File: config.mk
export PLATFORM = sky130hd
export DESIGN_NAME = tlb_lookup_responder
export DESIGN_NICKNAME = d
export VERILOG_FILES = /design/src/rtl/tlb_lookup_responder.sv
export SDC_FILE = /design/constraint.sdc
export NUM_CORES = 2
export LEC_CHECK = 0
export CAP_MARGIN = 20
export CORE_MARGIN = 3
export CORE_UTILIZATION = 36
export CTS_CLUSTER_SIZE = 16
export DETAILED_ROUTE_END_ITERATION = 10
export RECOVER_POWER = 100
export SYNTH_ARGS = -nofsm -noshare
export SYNTH_HDL_FRONTEND = slang
export SYNTH_SLANG_ARGS = --single-unit
export TNS_END_PERCENT = 50
File: constraint.sdc
create_clock -name clk -period 54.8 [get_ports clk]
set_input_delay 10.96 -clock clk [delete_from_list [all_inputs] [get_ports clk]]
set_output_delay 10.96 -clock clk [all_outputs]
set_load 0.005 [all_outputs]
File: src/rtl/tlb_lookup_responder.sv
// TLB entry array with two independent combinational search ports (fetch / execute+probe),
// a single-entry write port for TLBWI/TLBWR and a combinational read port for TLBR.
module tlb_lookup_responder #(
   parameter int TLBNUM = 16,
   parameter int IDX_W  = 4
) (
   input  logic             clk,
   input  logic             reset,
   input  logic [18:0]      s0_vpn2,
   input  logic             s0_odd_page,
   input  logic [7:0]       s0_asid,
   output logic             s0_found,
   output logic [IDX_W-1:0] s0_index,
   output logic [19:0]      s0_pfn,
   output logic [2:0]       s0_c,
   output logic             s0_d,
   output logic             s0_v,
   input  logic [18:0]      s1_vpn2,
   input  logic             s1_odd_page,
   input  logic [7:0]       s1_asid,
   output logic             s1_found,
   output logic [IDX_W-1:0] s1_index,
   output logic [19:0]      s1_pfn,
   output logic [2:0]       s1_c,
   output logic             s1_d,
   output logic             s1_v,
   input  logic             we,
   input  logic [IDX_W-1:0] w_index,
   input  logic [18:0]      w_vpn2,
   input  logic [7:0]       w_asid,
   input  logic             w_g,
   input  logic [19:0]      w_pfn0,
   input  logic [2:0]       w_c0,
   input  logic             w_d0,
   input  logic             w_v0,
   input  logic [19:0]      w_pfn1,
   input  logic [2:0]       w_c1,
   input  logic             w_d1,
   input  logic             w_v1,
   input  logic [IDX_W-1:0] r_index,
   output logic [18:0]      r_vpn2,
   output logic [7:0]       r_asid,
   output logic             r_g,
   output logic [19:0]      r_pfn0,
   output logic [2:0]       r_c0,
   output logic             r_d0,
   output logic             r_v0,
   output logic [19:0]      r_pfn1,
   output logic [2:0]       r_c1,
   output logic             r_d1,
   output logic             r_v1
);

   typedef struct packed {
      logic [18:0] vpn2;
      logic [7:0]  asid;
      logic        g;
      logic [19:0] pfn0;
      logic [2:0]  c0;
      logic        d0;
      logic        v0;
      logic [19:0] pfn1;
      logic [2:0]  c1;
      logic        d1;
      logic        v1;
   } entry_t;

   typedef struct packed {
      logic             found;
      logic [IDX_W-1:0] index;
      logic [19:0]      pfn;
      logic [2:0]       c;
      logic             d;
      logic             v;
   } result_t;

   entry_t            r_entry [TLBNUM];
   logic [TLBNUM-1:0] r_present;
   result_t           w_s0Result;
   result_t           w_s1Result;

   // Reset wipes contents as well as presence so TLBR of a never-written entry reads zero.
   always_ff @(posedge clk or posedge reset) begin
      if (reset) begin
         for (int i = 0; i < TLBNUM; i++) begin
            r_entry[i] <= '0;
         end
         r_present <= '0;
      end else if (we) begin
         r_entry[w_index] <= '{w_vpn2, w_asid, w_g, w_pfn0, w_c0, w_d0, w_v0,
                               w_pfn1, w_c1, w_d1, w_v1};
         r_present[w_index] <= 1'b1;
      end
   end

   // Scanning from the top down lets the lowest matching index overwrite any higher one.
   function automatic result_t lookup(input logic [18:0] vpn2, input logic odd,
                                      input logic [7:0] asid);
      result_t res;
      res = '0;
      for (int i = TLBNUM - 1; i >= 0; i--) begin
         if (r_present[i] && r_entry[i].vpn2 == vpn2 &&
             (r_entry[i].g || r_entry[i].asid == asid)) begin
            res.found = 1'b1;
            res.index = IDX_W'(i);
            if (odd) begin
               res.pfn = r_entry[i].pfn1;
               res.c   = r_entry[i].c1;
               res.d   = r_entry[i].d1;
               res.v   = r_entry[i].v1;
            end else begin
               res.pfn = r_entry[i].pfn0;
               res.c   = r_entry[i].c0;
               res.d   = r_entry[i].d0;
               res.v   = r_entry[i].v0;
            end
         end
      end
      return res;
   endfunction

   always_comb begin
      w_s0Result = lookup(s0_vpn2, s0_odd_page, s0_asid);
      w_s1Result = lookup(s1_vpn2, s1_odd_page, s1_asid);
   end

   assign {s0_found, s0_index, s0_pfn, s0_c, s0_d, s0_v} = w_s0Result;
   assign {s1_found, s1_index, s1_pfn, s1_c, s1_d, s1_v} = w_s1Result;

   assign {r_vpn2, r_asid, r_g, r_pfn0, r_c0, r_d0, r_v0,
           r_pfn1, r_c1, r_d1, r_v1} = r_entry[r_index];

endmodule

==> reports/results.ini <==
[clocking]
cts_tree = done
clkSinkCount = 1264
htreeDepth = 4
cts_root_buffer = clkbuf_16
cts-buffers-inserted = 150
insertion_delay_ps = 800
cts.reportedPaths.clkPinSlew_ps = 60
total_of_hold_buffers_inserted_after_clock_tree_synthesis = 0
postCtsSetupBuffers = 0
number_of_gates_resized_after_cts = 0
clock_path_buffers = 3

[synth]
postSynth.asyncResetShare_pct = 100.0
synth-edff-count = 0
syn_inst = 6776
synth.top_cell.area_share_pct = 38.00
syn-mean-instance-area_um2 = 12.29
yosysWarningCount = 0
synth-seq-area-share_pct = 38.00
mappedNetlistNets = 6921
synth_seq_cells = 1264
synth.largest_area_cell = dfrtp_1
synth_area_leaders = dfrtp_1, mux2_2, mux4_2
post_synth_num_cell_types = 63
syn-cell-area_um2 = 83240
ys.flop_type = dfrtp_1
post-synth-top-count-cell = mux2_2
synth.top_cells.by_count = mux2_2, dfrtp_1, xor2_1, clkbuf_1, mux2i_1

[place]
post-dp-hpwl_um = 228700
placement.cell_area_um2 = 88730
placement.setup.worst_slack_ps = 26780
post-place-cells = 9570
globalplace.congestion = 1.012
portBuffers = 282

[critical_path]
highest_cell_delay_on_the_worst_timing_path_ps = 6020
critical_path_required_ps = 43840
critical_path.reg2reg.endpoint = r_entry[389]$_DFFE_PP0P_
criticalPathCategory = input pin to output port
timing.critical_path.mode_cell = clkbuf_1
cp-end-kind = output port
cp_cell_sequence = clkbuf_1 > clkbuf_1 > clkbuf_1 > clkbuf_1 > mux4_2 > mux4_2 > dlygate4sd3_1
critPathBufInv = 5
category_of_cells_accounting_for_the_largest_share_of_critical_path_delay = buffers and inverters
r2r_setup_slack_ps = 53720
r2r_path_start = r_entry[389]$_DFFE_PP0P_
worst-r2r-cell-count = 1
worst_ep_arrival_time_ps = 28020
critical_path_peak_fanout = 96
timing.critical_path.from_type = input pin
critPathSlowestCell = clkbuf_1

[detailed_routing]
vias = 63070
detail_route.drc_violations = 0
dr.first_iter.drc_count = 7320
antenna_left = 0
first_pass_iters = 6
viasPerCell = 6.388
routed_wire_length_per_instance_um = 35.97
wirelength_um = 355100

[sta]
setup_tns_ps = 0
grt_setup_unrepaired = false
worst_slew_margin_rel_pct = -481.9
setup_viol = 0
drv_slew = 3191
timing.final.crit_share_pct = 71.12
skew_ps = 0
fin_crit_ps = 38980
max_slew.worst_pin.slew_ps = 8728
fmax_mhz = 25.66
layout_setup_ws_ps = 15820
hold_viol = 0

[power_and_ir_drop]
p_seq_share_pct = 42.7
cellLeakagePower_nw = 38.19
comb_power_share_pct = 26.4
pwr_density_cell_nw_per_um2 = 36.86
net-switching-power_mw = 1.157
clock_power_share_pct = 30.9
power.internal_mw = 2.295
power_switching_share_pct = 33.51
max-vdd-ir-drop_mv = 0.03106

[global_route]
grt_first_pass_wirelength_um = 496000
grt_overflow = 0
grt_pass1_vias = 62380
grt_start_max_net_pins = 160
grt_usage_pct = 29.26
antenna_violations_before_repair = 54

[floorplanning]
die-height_um = 486.9
core_area_um2 = 228600
ioPinCount = 283
initial_utilization_pct = 36.42
core.rowCount = 175
die_x_um = 486.9
floorplan.die_area_um2 = 237000

[final_layout]
summed_area_of_non_filler_cells_in_the_final_layout_um2 = 93660
syn_to_final_growth_pct = 12.51
fin_cells = 9872
post_route_cells_drive_above_1_share_pct = 36.37
final_util_pct = 40.97
nets = 6858

[min_path]
min_delay_path_depth = 1
worstHoldEndpoint = r_present[0]$_DFFE_PP0P_
worstHoldStart = r_present[0]$_DFFE_PP0P_
worstHoldPathType = register to register

[run]
drv_cap = 65

[run_status]
status = complete, but fails checks
failed_checks = capacitance limit, slew limit

==> state kept, by name, summed over array words and instances (netlist names) <==
| register | flops |
|---|---|
| r_entry | 1248 |
| r_present | 16 |
==> cell families (layout without fill, tap and decap cells) <==
family	Yosys count	after routing	synth area share [%]
AOI/OAI and AO/OA	847	847	7.353
xor gates and xnor gates	864	864	9.091
buffers and inverters	672	731	3.353
DFF	1264	1264	38.00
muxes	2415	2415	37.34
other	0	28	0
and+or+nand+nor	714	714	4.862
==> placed cells by master, fill, tap and decap left out, drive strengths merged, types with 151 or more instances in the layout <==
master         count
xnor2            226
clkdlybuf4s50    151
xor2             638
dfrtp           1264
o21ai            151
clkbuf           275
mux2i            400
mux2            1625
mux4             390
nor4             175
a21oi            158
==> stage by stage <==
stage / hold slack (ps) / total power, mW
detailed placement: 485.5 / 2.376
CTS: 502.8 / 3.449
floorplan: 456.2 / 1.990
global route: 515.9 / 3.576
global placement: 479.9 / 2.357
finish: 502.7 / 3.452
==> power groups by stage <==
| stage | Combinational [mW] | Sequential (mW) | Clock (mW) |
|---|---|---|---|
| floorplan | 0.652 | 1.34 | 0 |
| global placement | 0.894 | 1.46 | 0 |
| detailed placement | 0.902 | 1.47 | 0 |
| CTS | 0.908 | 1.46 | 1.08 |
| global route | 0.965 | 1.49 | 1.12 |
| finish | 0.912 | 1.47 | 1.07 |
==> routing by layer <==
metal,vias up,GRT usage [%],wire length [um]
met2,3649,45.15,160000
met5,-,0,150
li1,25420,-,-
met1,32950,37.65,139900
met3,1030,6.459,30380
met4,22,17.35,24630
==> area by class of cell <==
| type | count | area, um^2 |
|---|---|---|
| Fill cell | 21570 | 134900 |
| Multi-Input combinational cell | 4840 | 49060 |
| Sequential cell | 1264 | 31630 |
| Clock buffer | 218 | 4414 |
| Timing Repair Buffer | 450 | 3910 |
| Tap cell | 3009 | 3765 |
| Clock inverter | 56 | 784.5 |
| Antenna cell | 28 | 70.07 |
| Inverter | 7 | 27.53 |
==> worst max path at each step <==
stage,from,endpoint,slack [ps],depth (start not counted)
final,r_index[0],r_vpn2[18],15820,7
after global routing,r_index[0],r_vpn2[18],13760,7
after CTS,s1_asid[4],s1_v,26760,13
after detailed placement,s1_asid[4],s1_v,26780,13
after global placement,s1_asid[4],s1_v,26710,13
after floorplan,reset,r_entry[0]$_DFFE_PP0P_,8220,1
No activity file was read; power rests on OpenSTA's default activity.
